`config.mk`:
```
export PLATFORM = sky130hd
export DESIGN_NAME = input_conditioner
export DESIGN_NICKNAME = d
export VERILOG_FILES = /design/src/rtl/input_conditioner.sv
export SDC_FILE = /design/constraint.sdc
export NUM_CORES = 1
export LEC_CHECK = 0
export CELL_PAD_IN_SITES_DETAIL_PLACEMENT = 1
export CELL_PAD_IN_SITES_GLOBAL_PLACEMENT = 2
export CORE_ASPECT_RATIO = 0.5
export CORE_MARGIN = 1.5
export CORE_UTILIZATION = 36
export DETAILED_ROUTE_END_ITERATION = 10
export PLACE_DENSITY_LB_ADDON = 0.1
export SLEW_MARGIN = 20
export SYNTH_ARGS = -nofsm -noshare
export SYNTH_HDL_FRONTEND = slang
export SYNTH_SLANG_ARGS = --single-unit
```
`constraint.sdc`:
```
create_clock -name clock -period 1.9 [get_ports clock]
set_input_delay 0.38 -clock clock [delete_from_list [all_inputs] [get_ports clock]]
set_output_delay 0.38 -clock clock [all_outputs]
set_load 0.01 [all_outputs]
```
`src/rtl/input_conditioner.sv`:
```
// input_conditioner: synchronizes, debounces and edge-detects six push buttons for game_logic.
// Define INPUT_AUTOREPEAT_EN to add press auto-repeat on the up/down buttons (bits 2 and 3).
module input_conditioner #(
  parameter int DEBOUNCE_CYCLES = 650000,
  parameter int ACTIVE_LOW_IN = 0,
  parameter int REPEAT_DELAY = 32500000,
  parameter int REPEAT_PERIOD = 9750000
) (
  input  logic       clock,
  input  logic       reset,
  input  logic [5:0] btn_raw,
  output logic [5:0] btn_level,
  output logic [5:0] btn_press,
  output logic [5:0] btn_release,
  output logic       any_press
);
  localparam int CW = DEBOUNCE_CYCLES > 1 ? $clog2(DEBOUNCE_CYCLES) : 1;
  localparam logic [CW-1:0] CMAX = CW'(DEBOUNCE_CYCLES - 1);
  if (DEBOUNCE_CYCLES < 1 || REPEAT_DELAY < 1 || REPEAT_PERIOD < 1) begin : g_bad_cfg
    $error("input_conditioner: DEBOUNCE_CYCLES, REPEAT_DELAY and REPEAT_PERIOD must be >= 1");
  end
  logic [5:0] sync1, sync2, flip, stable_n, rep, press_n;
  logic [5:0][CW-1:0] cnt;
  always_comb begin
    for (int i = 0; i < 6; i++)
      flip[i] = sync2[i] != btn_level[i] && cnt[i] == CMAX;
    stable_n = btn_level ^ flip;
    press_n = (flip & stable_n) | rep;
  end
  // btn_level is the debounced stable register itself, so level and pulses move on the same edge
  always_ff @(posedge clock or negedge reset) begin
    if (!reset) begin
      sync1 <= '0;
      sync2 <= '0;
      cnt <= '0;
      btn_level <= '0;
      btn_press <= '0;
      btn_release <= '0;
      any_press <= 1'b0;
    end else begin
      sync1 <= btn_raw ^ {6{ACTIVE_LOW_IN != 0}};
      sync2 <= sync1;
      for (int i = 0; i < 6; i++)
        cnt[i] <= (sync2[i] == btn_level[i] || flip[i]) ? '0 : cnt[i] + 1'b1;
      btn_level <= stable_n;
      btn_press <= press_n;
      btn_release <= flip & ~stable_n;
      any_press <= |press_n;
    end
  end
`ifdef INPUT_AUTOREPEAT_EN
  localparam int RMAX = REPEAT_DELAY > REPEAT_PERIOD ? REPEAT_DELAY : REPEAT_PERIOD;
  localparam int RW = $clog2(RMAX + 1);
  logic [1:0][RW-1:0] rc;
  logic [1:0] rph, hit, held;
  // repeats only fire while the level stays high across the edge, so they never collide with a release
  always_comb begin
    for (int j = 0; j < 2; j++) begin
      held[j] = btn_level[j+2] && stable_n[j+2];
      hit[j] = held[j] && rc[j] == (rph[j] ? RW'(REPEAT_PERIOD - 1) : RW'(REPEAT_DELAY - 1));
    end
    rep = {2'b00, hit, 2'b00};
  end
  always_ff @(posedge clock or negedge reset) begin
    if (!reset) begin
      rc <= '0;
      rph <= '0;
    end else begin
      for (int j = 0; j < 2; j++) begin
        rc[j] <= (!held[j] || hit[j]) ? '0 : rc[j] + 1'b1;
        rph[j] <= held[j] && (rph[j] || hit[j]);
      end
    end
  end
`else
  assign rep = '0;
`endif
endmodule

```
# Word level (Yosys, flattened, before mapping)
# Index checks and enable logic that the tools add are counted.
# word_totals
regBits,151
in_bits,8
out_inout_bits,19
word_cells,59
# classes
n_addsub,6
n_eq_ne,18
n_mux,6
bitwise,4
n_reduce_logical,13
# ops
op,count
$add A20 B1 Y20 const B,6
$eq A20 B20 Y1 const B,6
$mux W20,6
$and A6 B6 Y6,2
$eq A1 B1 Y1,6
$logic_and A1 B1 Y1,6
$logic_or A1 B1 Y1,6
$ne A1 B1 Y1,6
$not A6 Y6,1
$reduce_or A6 Y1,1
$xor A6 B6 Y6,1

# Logic depth before layout (Yosys ltp)
# Gate-level depths: netlist of run 1.
# depth
ltp_word,5
ltp_mapped,7
mapped_depth_nobuf,5

# Worst setup path before layout of run 1
# Ideal clock, no wire load.
# synth_path
path_type,register to register
startpoint,register cnt[60] (netlist bit)
endpoint,register cnt[70] (netlist bit)
setup_time_ps,119
arrival_time_ps,1819
required_ps,1781
setup_slack_ps,-37
path_stages_with_launch,8
path_buffers,2
period_less_slack_ps,1937
path_cell_list,dfrtp_1 > ha_1 > nand3_1 > or4_1 > clkbuf_1 > o21ai_2 > buf_4 > nor2_1
# synth_via
elab_chain_cells,4
elab_cells_between_ends,5
cone_classes,add/sub: 1; eq/ne: 1; mux: 1; reduce/logical: 2
# synth_lines
element,line_no,rtl
start: declaration,23,logic [5:0][CW-1:0] cnt;
start signal: indexed assignment,44,cnt[i] <= (sync2[i] == btn_level[i] || flip[i]) ? '0 : cnt[i] + 1'b1;
branches (longest 3 deep; another with $add A20 B1 Y20),n/a,
$mux W20 *,44,
# Every way passes the cells marked *.

==> reports/results.txt, run 1 <==
DRC errors left: 0
Vias in the first global route: 5834
Final hold slack: 0.352 ns
TritonCTS clock tree: built
Clk_lat worst skew: 0.44 ns
Mapped Nets: 717
Via Count: 5706
Final Max Slew Viols: 0
Worst VDD drop: 0.589 mV
First-pass DRT Iterations: 4
Final Hold Fails: 0
Post-synth EDFFs: 0
Most common cell after layout, fill and taps aside: dfrtp_1
WL per Instance: 15.9 µm
Drt via density: 5.14
Gr ovfl total: 0
Die span in y: 103 µm
Mapped Area: 7130 µm²
# H-tree levels: 4
CP max FO: 4
GRT Total Usage: 0.184
Gate Count Post-Synth: 703
Crit Path Category: flop to flop
Num rows: 36
Worst EP required: 2.22 ns
Clock Tree Buf Depth: 2
Final setup viols: 0
Crit start category: flop
Initial core utilization: 0.367
Nets: 846
Slew @ Worst Pin: 0.408 ns
Max Cap Viol: 0
CP max stage cell: or4b_1
Synth Area per Inst: 10.1 µm²
Tightest Hold Check Type: flop to flop
Pin count of the biggest net entering global routing: 63
Number of DRC markers in iteration 0: 161
Post-DRT Antenna Nets: 0
Synth-to-Final Area Change: 30.0%
Final Core Density: 0.477
Setup crit end kind: flop
Leakage power: 3.89 nW
Post-DP HPWL: 12300 µm
Status: finished clean
RePlAce Congestion: 0.800
Final Cycle Share: 0.983
Yosys reg bits: 151
Fmax: 535 MHz
Share of layout cells above drive strength 1: 0.222
Initial antenna violation count: 0
Worst path cell trace: or4b_1 -> or4_4 -> mux2_4
Top FF cell, synth: dfrtp_1
R2r setup slk: 0.03 ns
Critical Path AT: 2.19 ns
Final Routed Wirelength: 17600 µm
Yosys warning total: 0
Sink Count: 151
# diodes: 0
Crit path largest cell delay: 0.53 ns
Pwr/cell area: 759 nW/µm²
Async set-reset flop share out of synthesis: 1.00
Tmin final: 1.87 ns
Worst-path clk slew: 0.06 ns
TritonCTS Buffers: 17
IO Pins: 27
RSZ-0062 raised after global routing: true
Die ar.: 20700 µm²
Global-route wire length before repair: 29500 µm
TNS Setup: 0 ns
Core area: 19400 µm²
Most frequent cells in the layout: dfrtp_1 (150), nor2_1 (97), buf_4 (95)
Post-synthesis sequential area ratio: 0.530
Worst slew margin: 0.724
Root Buffer: clkbuf_16
DIE WIDTH: 202 µm
PortBufs: 26
Final setup skew: 0.00619 ns
Netlist cell types: 57
[synthesized netlist by cell type (2+ instances only)]
master,instances,area share
a21oi_1,32,0.022
a22o_1,2,0.0025
and2_1,9,0.0079
and3_1,13,0.011
and4_1,9,0.011
and4b_1,2,0.0028
buf_2,6,0.0042
clkbuf_1,12,0.0063
dfrtp_1,151,0.53
ha_1,6,0.011
inv_1,21,0.011
mux2_2,4,0.0063
nand2_1,37,0.019
nand2b_1,9,0.0079
nand3_1,38,0.027
nand4_1,27,0.024
nand4b_1,3,0.0037
nand4bb_1,2,0.0032
nor2_1,97,0.051
nor3_1,14,0.0098
nor3b_1,4,0.0042
nor4_1,13,0.011
nor4b_1,8,0.0098
o21ai_0,23,0.016
o21ai_1,2,0.0014
o221ai_1,2,0.0025
o31ai_1,9,0.0095
o41ai_1,2,0.0025
or2_2,4,0.0035
or3_1,23,0.020
or4_1,15,0.016
or4b_1,2,0.0028
or4b_2,5,0.0070
xnor2_1,40,0.049
xor2_1,35,0.043
[power breakdown]
part | internal, mW | total (mW) | switching (mW)
Combinational | 0.106 | 0.264 | 0.158
Sequential | 3.26 | 3.30 | 0.0380
Clock | 2.10 | 3.47 | 1.37
[per-layer routing]
layer,GRT usage,share of wire
met4,0.0677,0.012
met5,0,0
met2,0.298,0.46
met1,0.242,0.50
met3,0.0468,0.024
[critical path: cells and delay by family, from the launching register on]
family | cells | cell delay [ns]
DFF | 1 | 0.37
muxes | 1 | 0.32
and+or+nand+nor | 2 | 1.06
[worst paths after layout]
check | to | cells after the start | startpoint
worst max-delay path | flop | 3 | cnt[105]
worst min-delay path | sync2[3] | 0 | sync1[3]
worst max register to register | flop | 3 | cnt[105]
worst min register to register | sync2[3] | 0 | sync1[3]
max in group asynchronous | async pin | 3 | reset
min in group asynchronous | cnt[112] | 2 | reset
[state kept, by name, indices dropped and copies added (netlist names), named ones only]
register and flops:
btn_press 6, sync1 6, btn_release 6, cnt 120, sync2 6, any_press 1
[cell families (layout without fill, tap and decap cells)]
kind of cell	after synthesis	after routing	share of synthesized area
DFF	151	151	0.530
xor gates and xnor gates	75	75	0.0921
muxes	6	6	0.00930
adders and majority gates	6	6	0.0105
buffers and inverters	41	183	0.0242
and+or+nand+nor	342	342	0.265
AOI/OAI and AO/OA	82	82	0.0691
[metrics by stage]
stage	std cells	cell area [µm²]	power, mW	setup WS (ns)
floorplan	703	7140	3.44	0.00292
finish	1111	9270	7.04	0.0319
CTS	1106	9110	7.15	-0.0207
detailed placement	1073	8420	3.62	-0.0577
global route	1111	9270	7.33	-0.0237
global placement	1073	8420	3.61	-0.0110
[what timing repair did]
action / 4_1_cts / 5_1_grt
pin swaps: 3 / 12
hold endpoints to repair: 33 / 0
endpoints found under the setup margin: 29 / 70
resized for setup: 17 / 27
hold buffers: 1 / 0
gates cloned: 0 / 0
buffers inserted: 0 / 5
[layout make-up]
class,count,area (µm²)
clock buffers,21,450
clock inverters,11,149
fillers,2126,10100
inverters,21,78.8
multi-input cells,511,3360
flip-flops and latches,151,3780
well taps,266,333
repair buffers,130,1110
(Power assumes the default switching activity.)
==> run 2, diff against run 1 <==
CAP_MARGIN = 5   (was unset)
==> results of run 2 <==
No change in the layout: final DEF, timing and power equal those of run 1.
